$ cat config.mk
export PLATFORM = sky130hd
export DESIGN_NAME = vec_wb_buffer
export DESIGN_NICKNAME = d
export VERILOG_FILES = /design/src/rtl/vec_wb_buffer.sv
export SDC_FILE = /design/constraint.sdc
export NUM_CORES = 1
export LEC_CHECK = 0
export BUFFER_PORTS_ARGS = -buffer_cell sky130_fd_sc_hd__buf_4
export CAP_MARGIN = 40
export CORE_AREA = 2 2 286 288
export DETAILED_ROUTE_END_ITERATION = 6
export DIE_AREA = 0 0 288 290
export PLACE_DENSITY_LB_ADDON = 0.12
export SYNTH_ARGS = -nofsm -noshare
export SYNTH_HDL_FRONTEND = slang
export SYNTH_SLANG_ARGS = --single-unit
$ cat constraint.sdc
create_clock -name clk -period 2.95 [get_ports clk]
set_input_delay 0.59 -clock clk [delete_from_list [all_inputs] [get_ports clk]]
set_output_delay 0.59 -clock clk [all_outputs]
set_load 0.02 [all_outputs]
$ cat src/rtl/vec_wb_buffer.sv
// ============================================================================
// Module   : vec_wb_buffer
// Purpose  : 2-entry in-order buffer between ALU_vec and vector writeback.
//            Optional sticky flag accumulator enabled by macro VEC_WB_STICKY_EN.
// Revision : 1.0 - initial release
// ============================================================================
`default_nettype none

module vec_wb_buffer #(
    parameter int DATA_W = 256,
    parameter int FLAG_W = 64,
    parameter int RD_W   = 4
) (
    input  logic              clk,
    input  logic              rst,
    input  logic              in_valid,
    output logic              in_ready,
    input  logic [DATA_W-1:0] in_result,
    input  logic [FLAG_W-1:0] in_flags,
    input  logic [RD_W-1:0]   in_rd,
    input  logic              in_we,
    input  logic              flush,
    output logic              out_valid,
    input  logic              out_ready,
    output logic [DATA_W-1:0] out_result,
    output logic [FLAG_W-1:0] out_flags,
    output logic [RD_W-1:0]   out_rd,
    output logic              out_we,
    output logic [1:0]        count,
    output logic [FLAG_W-1:0] sticky_flags,
    input  logic              sticky_clr
);

    typedef enum logic [1:0] {
        S_EMPTY = 2'd0,
        S_ONE   = 2'd1,
        S_FULL  = 2'd2
    } state_t;

    state_t r_state;
    state_t w_state_nxt;

    logic              w_push;
    logic              w_pop;
    logic              w_load_head;
    logic              w_load_tail;
    logic              w_promote;

    logic [DATA_W-1:0] r_head_result, r_tail_result;
    logic [FLAG_W-1:0] r_head_flags,  r_tail_flags;
    logic [RD_W-1:0]   r_head_rd,     r_tail_rd;
    logic              r_head_we,     r_tail_we;

    // Handshake depends only on registered state; no out_ready -> in_ready path.
    assign in_ready  = (r_state != S_FULL);
    assign out_valid = (r_state != S_EMPTY);
    assign count     = 2'(r_state);

    assign w_push = in_valid & in_ready;
    assign w_pop  = out_valid & out_ready;

    always_ff @(posedge clk or negedge rst) begin
        if (!rst) begin
            r_state <= S_EMPTY;
        end else begin
            r_state <= w_state_nxt;
        end
    end

    always_comb begin
        w_state_nxt = r_state;
        w_load_head = 1'b0;
        w_load_tail = 1'b0;
        w_promote   = 1'b0;
        if (flush) begin
            w_state_nxt = S_EMPTY;
        end else begin
            case (r_state)
                S_EMPTY: begin
                    if (w_push) begin
                        w_state_nxt = S_ONE;
                        w_load_head = 1'b1;
                    end
                end
                S_ONE: begin
                    case ({w_push, w_pop})
                        2'b11:   w_load_head = 1'b1;
                        2'b10: begin
                            w_state_nxt = S_FULL;
                            w_load_tail = 1'b1;
                        end
                        2'b01:   w_state_nxt = S_EMPTY;
                        default: w_state_nxt = S_ONE;
                    endcase
                end
                S_FULL: begin
                    if (w_pop) begin
                        w_state_nxt = S_ONE;
                        w_promote   = 1'b1;
                    end
                end
                default: w_state_nxt = S_EMPTY;
            endcase
        end
    end

    always_ff @(posedge clk or negedge rst) begin
        if (!rst) begin
            r_head_result <= '0;
            r_head_flags  <= '0;
            r_head_rd     <= '0;
            r_head_we     <= 1'b0;
            r_tail_result <= '0;
            r_tail_flags  <= '0;
            r_tail_rd     <= '0;
            r_tail_we     <= 1'b0;
        end else begin
            if (w_load_head) begin
                r_head_result <= in_result;
                r_head_flags  <= in_flags;
                r_head_rd     <= in_rd;
                r_head_we     <= in_we;
            end else if (w_promote) begin
                r_head_result <= r_tail_result;
                r_head_flags  <= r_tail_flags;
                r_head_rd     <= r_tail_rd;
                r_head_we     <= r_tail_we;
            end
            if (w_load_tail) begin
                r_tail_result <= in_result;
                r_tail_flags  <= in_flags;
                r_tail_rd     <= in_rd;
                r_tail_we     <= in_we;
            end
        end
    end

    assign out_result = r_head_result;
    assign out_flags  = r_head_flags;
    assign out_rd     = r_head_rd;
    assign out_we     = r_head_we;

`ifdef VEC_WB_STICKY_EN
    logic [FLAG_W-1:0] r_sticky;
    logic              w_retire;

    // A flush edge ignores the pop, so nothing retires on that edge.
    assign w_retire = w_pop & ~flush;

    always_ff @(posedge clk or negedge rst) begin
        if (!rst) begin
            r_sticky <= '0;
        end else if (sticky_clr) begin
            r_sticky <= w_retire ? r_head_flags : '0;
        end else if (w_retire) begin
            r_sticky <= r_sticky | r_head_flags;
        end
    end

    assign sticky_flags = r_sticky;
`else
    logic w_unused_sticky_clr;

    assign w_unused_sticky_clr = sticky_clr;
    assign sticky_flags        = '0;
`endif

endmodule

`default_nettype wire

Word level (Yosys, flattened, before mapping)
Cells that the tools add are included.
Word-level totals
  register bits: 652
  input bits: 331
  logic and storage cells: 47
Cells by class
  equal/unequal tests: 9
  mux-type cells: 23
  bitwise gates (word level): 2
  reduce and logical (&&, ||, !) cells: 4
Operators with widths (number)
  two-way mux 256 bit: 2
  two-way mux 64 bit: 2
  one-hot mux 2 bit (3 select lines): 2
  two-way mux 1 bit: 11
  inequality test 3 bit (second input constant): 3
  two-way mux 4 bit: 2
  == test 2 bit (second input constant): 3
  two-way mux 2 bit: 3
  == test 2 x 1 -> 1 bit (second input constant): 2
  nonzero test 2 bit: 2
  AND reduction 3 bit: 1
  AND 1 bit: 2
  zero test 2 bit: 1
  inequality test 2 bit (second input constant): 1
  one-hot mux 1 bit (2 select lines): 1

Logic depth before layout (Yosys ltp)
Gate-level depths: netlist (run 1).
  depth in word-level cells: 7
  mapped depth: 10
  gate-level depth less buffers: 6

Worst setup path after synthesis (run 1)
Ideal clock, no wire load.
  path type: register to register
  start point: reg r_state[1], in the netlist count[1]
  end point: reg r_tail_result[205]
  arrival: 2.264 ns
  data required time: 2.825 ns
  slack: 0.561 ns
  stages on the path, launching flop included: 11
  period minus slack after synthesis: 2.389 ns
  path through: dfrtp_1 > buf_2 > or2_2 > nand2_1 > ha_1 > nand2_1 > nor3_1 > buf_2 > buf_2 > buf_4 > mux2_2
Between the ends
  word-level cells in the longest chain between the ends: 6
Ends and longest elaborated chain
  start, declared: RTL line 40  | state_t r_state;
  start signal, assigned: RTL line 66  | r_state <= w_state_nxt;
  nonzero test 2 bit: RTL line 56  | assign out_valid = (r_state != S_EMPTY);
  via out_valid: RTL line 23  | output logic out_valid,
  AND 1 bit: RTL line 60  | assign w_pop = out_valid & out_ready;
  == test 2 bit: RTL line 86  | case ({w_push, w_pop})
  two-way mux 1 bit: RTL line 86
  two-way mux 1 bit: RTL line 78  | case (r_state)
  two-way mux 1 bit: RTL line 75  | if (flush) begin
  end signal, assigned: RTL line 130  | r_tail_result <= in_result;
  end, declared: RTL line 49  | logic [DATA_W-1:0] r_head_result, r_tail_result;
The timed path passes the listed nets, and every way through them passes these cells.
A chain may end at the register's enable or synchronous reset.

Worst setup path after layout (run 1)
  start point: reg r_state[1], in the netlist count[1]
  end point: reg r_tail_flags[61]
Between the ends
  word-level cells in the longest chain between the ends: 6
Ends and longest elaborated chain
  inequality test 2 bit or nonzero test 2 bit (tied branches): RTL line 55, 56
  AND 1 bit (on tied branches): RTL line 59, 60
  == test 2 bit: RTL line 86
  two-way mux 1 bit: RTL line 86
  two-way mux 1 bit *: RTL line 78
  two-way mux 1 bit *: RTL line 75
  end signal, assigned: RTL line 131  | r_tail_flags <= in_flags;
  end, declared: RTL line 50  | logic [FLAG_W-1:0] r_head_flags, r_tail_flags;
Mark *: on every way between the ends. The rest lies on a longest branch, timed or not.

==> impl_metrics.json, run 1 <==
{
  "outcome": "complete, no violations",
  "tightest_slew_ps": 816,
  "fmax_ghz": 0.400,
  "arrival_ps": 2980,
  "clk_pin_slew_ps": 60,
  "die_h_microns": 290,
  "power.density_nw_per_um2": 806,
  "postRouteAntennaNets": 0,
  "num_rows": 104,
  "slew_headroom": 0.456,
  "core_region_area_sq_um": 80200,
  "period_needed_ps": 2500,
  "fin_worst_skew_ps": 19.5,
  "netlist.area_leader.share": 0.612,
  "synthMuxAreaShare": 0.139,
  "route.vias.total": 18300,
  "cts_buffers": 76,
  "crit_buf_inv": 2,
  "drive_gt1_frac": 0.459,
  "avgSynthCellArea_sq_um": 14.4,
  "ys_seq_elements": 652,
  "syn_area_sq_um": 26700,
  "cts.path.max_buffers": 3,
  "clk-insertion-delay-late_ps": 610,
  "synthSimpleGateAreaFrac": 0.0789,
  "grt_pass1_wl_mm": 122,
  "ys_seq_area_frac": 0.612,
  "drv_slew": 0,
  "clkSinkCount": 652,
  "detail_route.wl_per_cell_microns": 21.9,
  "post_drt_via_cell_ratio": 5.02,
  "path_max_fanout": 42,
  "final_util": 0.442,
  "rsz0062_at_grt": "false",
  "path_class": "reg -> reg",
  "path_delay_family": "simple AND/OR/NAND/NOR gates",
  "synth_top_family_by_area": "multiplexers",
  "port_buffers": 658,
  "cap_violations": 0,
  "clockRootBuffer": "clkbuf_16",
  "die_area_sq_um": 83500,
  "cts_tree": "yes",
  "io_pins": 724,
  "synth_xor_area_frac": 0,
  "drc": 0,
  "grt_pass1_vias": 19500,
  "synth.top_cells.by_area": "dfrtp_1 (61%), mux2_2 (14%), a221o_1 (12%)",
  "area_growth_pct": 32.9,
  "p_leak_nw": 16.4,
  "grt_max_degree": 159,
  "min-delay-path-class": "in -> reg",
  "gp_congestion": 0.790,
  "initial_core_util": 0.333,
  "grt-ovfl-total": 0,
  "drtPass1Iterations": 5,
  "crit_chain": "or2_2 > nand2_1 > ha_1 > nand2_1 > nor3_2 > buf_12 > buf_12 > mux2_2",
  "hold_viol": 0,
  "dp_hpwl_mm": 53.6,
  "period_share": 0.848,
  "whs_ps": 192,
  "ys_types": 23,
  "fin_total_pwr_mw": 28.6,
  "synth_edf_count": 0,
  "synth_adder_area_share": 0.000469,
  "routed_wl_mm": 79.5,
  "yosys_warnings": 0,
  "crit_required_ps": 3430,
  "end_kind": "register",
  "h-tree-depth": 3,
  "synth-compound-area-share": 0.123,
  "fin_nets": 2841,
  "cp-start-kind": "register",
  "async_flop_share": 1.00,
  "setup-tns-final_ps": 0,
  "cpPeakStageDelay_ps": 480,
  "post-cts-setup-buffers": 0,
  "cpMaxStageDelayCell": "dfrtp_1",
  "synth_area_leader_cell": "dfrtp_1",
  "initialDrtViolationCount": 973,
  "peakVddDrop_mv": 0.439,
  "syn-instance-count": 1855,
  "finalSetupViolCount": 0,
  "grtUsageTotal": 0.188,
  "synth_ff_type": "dfrtp_1",
  "chipWidth_microns": 288,
  "antenna_found_initial": 13
}
## cell families (layout without fill, tap and decap cells)
family                     after synthesis  count (layout)
other                                    1              74
muxes                                  328             328
DFF                                    652             652
and+or+nand+nor                        337             337
buffers and inverters                  208             857
adders and majority gates                1               1
AOI/OAI and AO/OA                      328             328
## flip-flops by register name (all words and copies together), names as in the netlist
register       count
count              2
out_flags         64
out_rd             4
out_result       256
out_we             1
r_tail_flags      64
r_tail_rd          4
r_tail_result    256
r_tail_we          1
## metrics by stage
step | area, sq um | worst slack, ps | std cells
2_1_floorplan | 26900 | 561 | 1918
3_3_place_gp | 32800 | 415 | 3490
3_5_place_dp | 32800 | 455 | 3490
4_1_cts | 35400 | 435 | 3627
5_1_grt | 35400 | 296 | 3637
6_report | 35400 | 450 | 3637
## path summary, 6_finish.rpt
kind | from | to | slack [ps] | cells past startpoint
setup / recovery | count[1] | r_tail_flags[61] | 450 | 8
setup reg to reg | count[1] | r_tail_flags[61] | 450 | 8
max in group asynchronous | rst | r_tail_result[128] | 1370 | 4
min in group asynchronous | rst | out_result[196] | 610 | 2
hold reg to reg | r_tail_result[110] | r_tail_result[110] | 490 | 1
hold / removal | flush | count[1] | 190 | 2
## cell usage in the layout, fill, tap and decap left out, types with 2 or more instances in the layout
| cell type | instances |
|---|---|
| clkinv_8 | 4 |
| clkbuf_1 | 10 |
| clkinv_2 | 14 |
| bufinv_16 | 6 |
| and2_0 | 54 |
| buf_12 | 30 |
| diode_2 | 10 |
| nor2_1 | 3 |
| conb_1 | 64 |
| and2_1 | 272 |
| dfrtp_1 | 652 |
| clkinvlp_4 | 2 |
| nand2_1 | 2 |
| mux2_2 | 327 |
| a221o_1 | 324 |
| clkbuf_8 | 21 |
| clkbuf_16 | 77 |
| buf_4 | 689 |
| nand2b_1 | 2 |
## where the power goes
group	leakage (nW)	switching, mW	internal (mW)	total, mW
registers	7.97	1.21	11.4	12.6
logic	7.17	3.01	3.31	6.32
clock network	1.29	3.82	5.86	9.68
total	16.4	8.03	20.5	28.6
## repair_timing
action	CTS	global route
endpoints found under the hold margin	1	0
endpoints found under the setup margin	0	0
hold buffers	1	0
gates resized for setup	0	0
## Yosys cell counts (2+ instances only)
cell,number
dfrtp_1,652
mux2_2,327
buf_2,75
nand2_1,2
a221o_1,324
and2_0,54
buf_4,89
clkbuf_1,40
nor2_1,3
nand2b_1,2
buf_6,4
and2_1,272
## per-layer routing
metal / wire, microns / vias up / GRT usage / share of wire
met5: 44 / - / 0 / 0.00055
met4: 2790 / 6 / 0.0809 / 0.035
met3: 6110 / 133 / 0.0568 / 0.077
met2: 39400 / 538 / 0.307 / 0.50
met1: 31100 / 9480 / 0.228 / 0.39
li1: - / 8094 / - / -
## area by class of cell
cell class	instances	area, sq um
fill	7433	44700
sequential	652	16300
multi-input combinational	1058	9350
timing repair buffer	721	5800
clock buffer	108	2250
tap	1060	1330
clock inverter	28	348
antenna	10	25.0
(Power assumes the default switching activity.)
==> run 2: changes to the inputs <==
- ABC_AREA: default -> 1
- CORE_AREA: 2 2 286 288 -> 2 2 283 285
- DIE_AREA: 0 0 288 290 -> 0 0 285 287
- clock period: 2.95 -> 2.46 ns (I/O delays scaled with it)
==> impl_metrics.json, run 2 <==
{
  "clockRootBuffer": "clkbuf_16",
  "seqPwrFrac": 0.424,
  "num_rows": 103,
  "ys_seq_elements": 652,
  "clk_pin_slew_ps": 60,
  "n_fill_cell": 7871,
  "postRouteAntennaNets": 0,
  "cts.path.max_buffers": 3,
  "core_region_area_sq_um": 78600,
  "chipWidth_microns": 285,
  "final_cell_mix": "buf_4 (712), nand2_1 (658), dfrtp_1 (652), nand3_1 (334), inv_1 (332)",
  "setup-tns-final_ps": 0,
  "cts_tree": "yes",
  "grt_pass1_vias": 22400,
  "drc": 0,
  "fin_worst_skew_ps": 27.0,
  "grtUsageTotal": 0.203,
  "clk-insertion-delay-late_ps": 620,
  "antenna_found_initial": 20,
  "multiInputGateArea_sq_um": 8970,
  "period_share": 0.897,
  "path_max_fanout": 96,
  "cp-start-kind": "register",
  "fmax_ghz": 0.453,
  "p_leak_nw": 18.9,
  "async_flop_share": 1.00,
  "grt_pass1_wl_mm": 131,
  "swShare": 0.330,
  "ys_seq_area_frac": 0.588,
  "synth_common_cells": "nand2_1 (658), dfrtp_1 (652), nand3_1 (334)",
  "power.density_nw_per_um2": 1070,
  "outcome": "complete, no violations",
  "rsz0062_at_grt": "false",
  "initialDrtViolationCount": 1520,
  "fin_nets": 4200,
  "hold_viol": 0,
  "path_class": "reg -> reg",
  "yosys_warnings": 0,
  "internal_power_mw": 26.4,
  "ys_types": 20,
  "detail_route.wl_per_cell_microns": 17.2,
  "grt_max_degree": 107,
  "p_comb_frac": 0.278,
  "peakVddDrop_mv": 0.546,
  "post_drt_via_cell_ratio": 4.66,
  "synth_ff_type": "dfrtp_1",
  "cap_violations": 0,
  "drtPass1Iterations": 5,
  "routed_wl_mm": 85.7,
  "final_cells": 4986,
  "final_common_cell": "buf_4",
  "finalSetupViolCount": 0,
  "drv_slew": 0,
  "cts_buffers": 74,
  "gp_congestion": 0.806,
  "arrival_ps": 2670,
  "h-tree-depth": 3,
  "avgSynthCellArea_sq_um": 8.55,
  "tightest_slew_ps": 545,
  "p_sw_mw": 13.0,
  "dp_cells": 4841,
  "initial_core_util": 0.353,
  "clkPwrFrac": 0.298,
  "synth_edf_count": 0,
  "end_kind": "register",
  "syn_area_sq_um": 27800,
  "min-delay-path-class": "in -> reg",
  "dp_hpwl_mm": 60.0,
  "netlist.area_leader.share": 0.588,
  "seqCellArea_sq_um": 16300,
  "clkSinkCount": 652,
  "die_area_sq_um": 81800,
  "io_pins": 724,
  "synth.top_cells.by_area": "dfrtp_1 (59%), nand2_1 (8.9%), nand3_1 (6.0%)",
  "synth.most_common_cell": "nand2_1",
  "route.vias.total": 23200,
  "area_growth_pct": 32.6,
  "post-cts-setup-buffers": 0,
  "crit_required_ps": 2920,
  "syn-instance-count": 3244,
  "grt-ovfl-total": 0,
  "synth_area_leader_cell": "dfrtp_1",
  "slew_headroom": 0.636,
  "drive_gt1_frac": 0.227,
  "port_buffers": 658,
  "die_h_microns": 287,
  "period_needed_ps": 2210
}
run 2: changes by cell type after synthesis, sizes merged, moves of 324 or more:
cell / previous run / this run
a21oi: 0 / 325
a221o: 324 / 0
and2: 326 / 0
inv: 0 / 335
mux2: 327 / 0
nand2: 2 / 662
nand3: 0 / 334
nor2: 3 / 332
o21ai: 0 / 325
run 2: layout make-up:
class,instances,area share
multi-input cells,2044,0.244
clock buffers,106,0.0591
clock inverters,29,0.0116
repair buffers,761,0.171
flip-flops and latches,652,0.443
diodes,9,0.000612
inverters,335,0.0344
well taps,1050,0.0357
run 2: routing by layer:
metal  track usage  part of all wire  routed length [microns]  vias up
met2         0.325              0.47                    40600      589
met1         0.265              0.43                    36500    11000
li1              -                 -                        -    11500
met4        0.0705             0.027                     2330       24
met3        0.0575             0.071                     6060      128
met5             0            0.0020                      172        -
run 2: metrics by stage:
stage	instance area (sq um)	power, mW	setup slack, ps	hold slack, ps	util
final	36800	39.4	253	89.0	0.468
after global routing	36800	41.9	67.5	63.4	0.468
after CTS	36800	39.9	238	38.7	0.468
after detailed placement	34200	27.9	252	432	0.435
after global placement	34200	27.7	256	436	0.435
after floorplan	28000	22.7	584	196	-
run 2: cell families after synthesis:
family          Yosys count  synth area share
compound gates          650             0.117
simple gates           1329             0.196
other cells               1          0.000135
buf+inv                 611            0.0981
flops                   652             0.588
fa+ha+maj                 1          0.000451
run 2: worst max-delay path, cell delays in order, from the launching register on:
cell and delay, ps:
dfrtp_1 430, inv_1 140, nor2_2 100, nor2_2 270, ha_1 200, nand3_1 210, inv_8 200, buf_12 310
o21ai_0 140
run 2: path summary, 6_finish.rpt:
kind	end	startpoint	depth (start not counted)	slack [ps]
min	r_tail_result[6]	in_result[6]	3	90
min reg2reg	r_tail_result[226]	r_tail_result[226]	2	500
max in group asynchronous	r_tail_result[123]	rst	4	1230
min in group asynchronous	out_result[3]	rst	2	360
max	r_tail_result[187]	count[1]	8	250
max reg2reg	r_tail_result[187]	count[1]	8	250
run 2: power groups by stage:
| stage | Combinational, mW | Clock, mW | Sequential, mW |
|---|---|---|---|
| floorplan | 4.48 | 0 | 18.2 |
| global placement | 10.9 | 0 | 16.8 |
| detailed placement | 11.1 | 0 | 16.9 |
| CTS | 11.1 | 12.0 | 16.7 |
| global route | 12.2 | 12.5 | 17.1 |
| finish | 10.9 | 11.7 | 16.7 |
run 2: repair_timing:
| action | 4_1_cts | 5_1_grt |
|---|---|---|
| gates resized for setup | 0 | 0 |
| hold buffers | 1 | 0 |
| hold endpoints to repair | 29 | 0 |
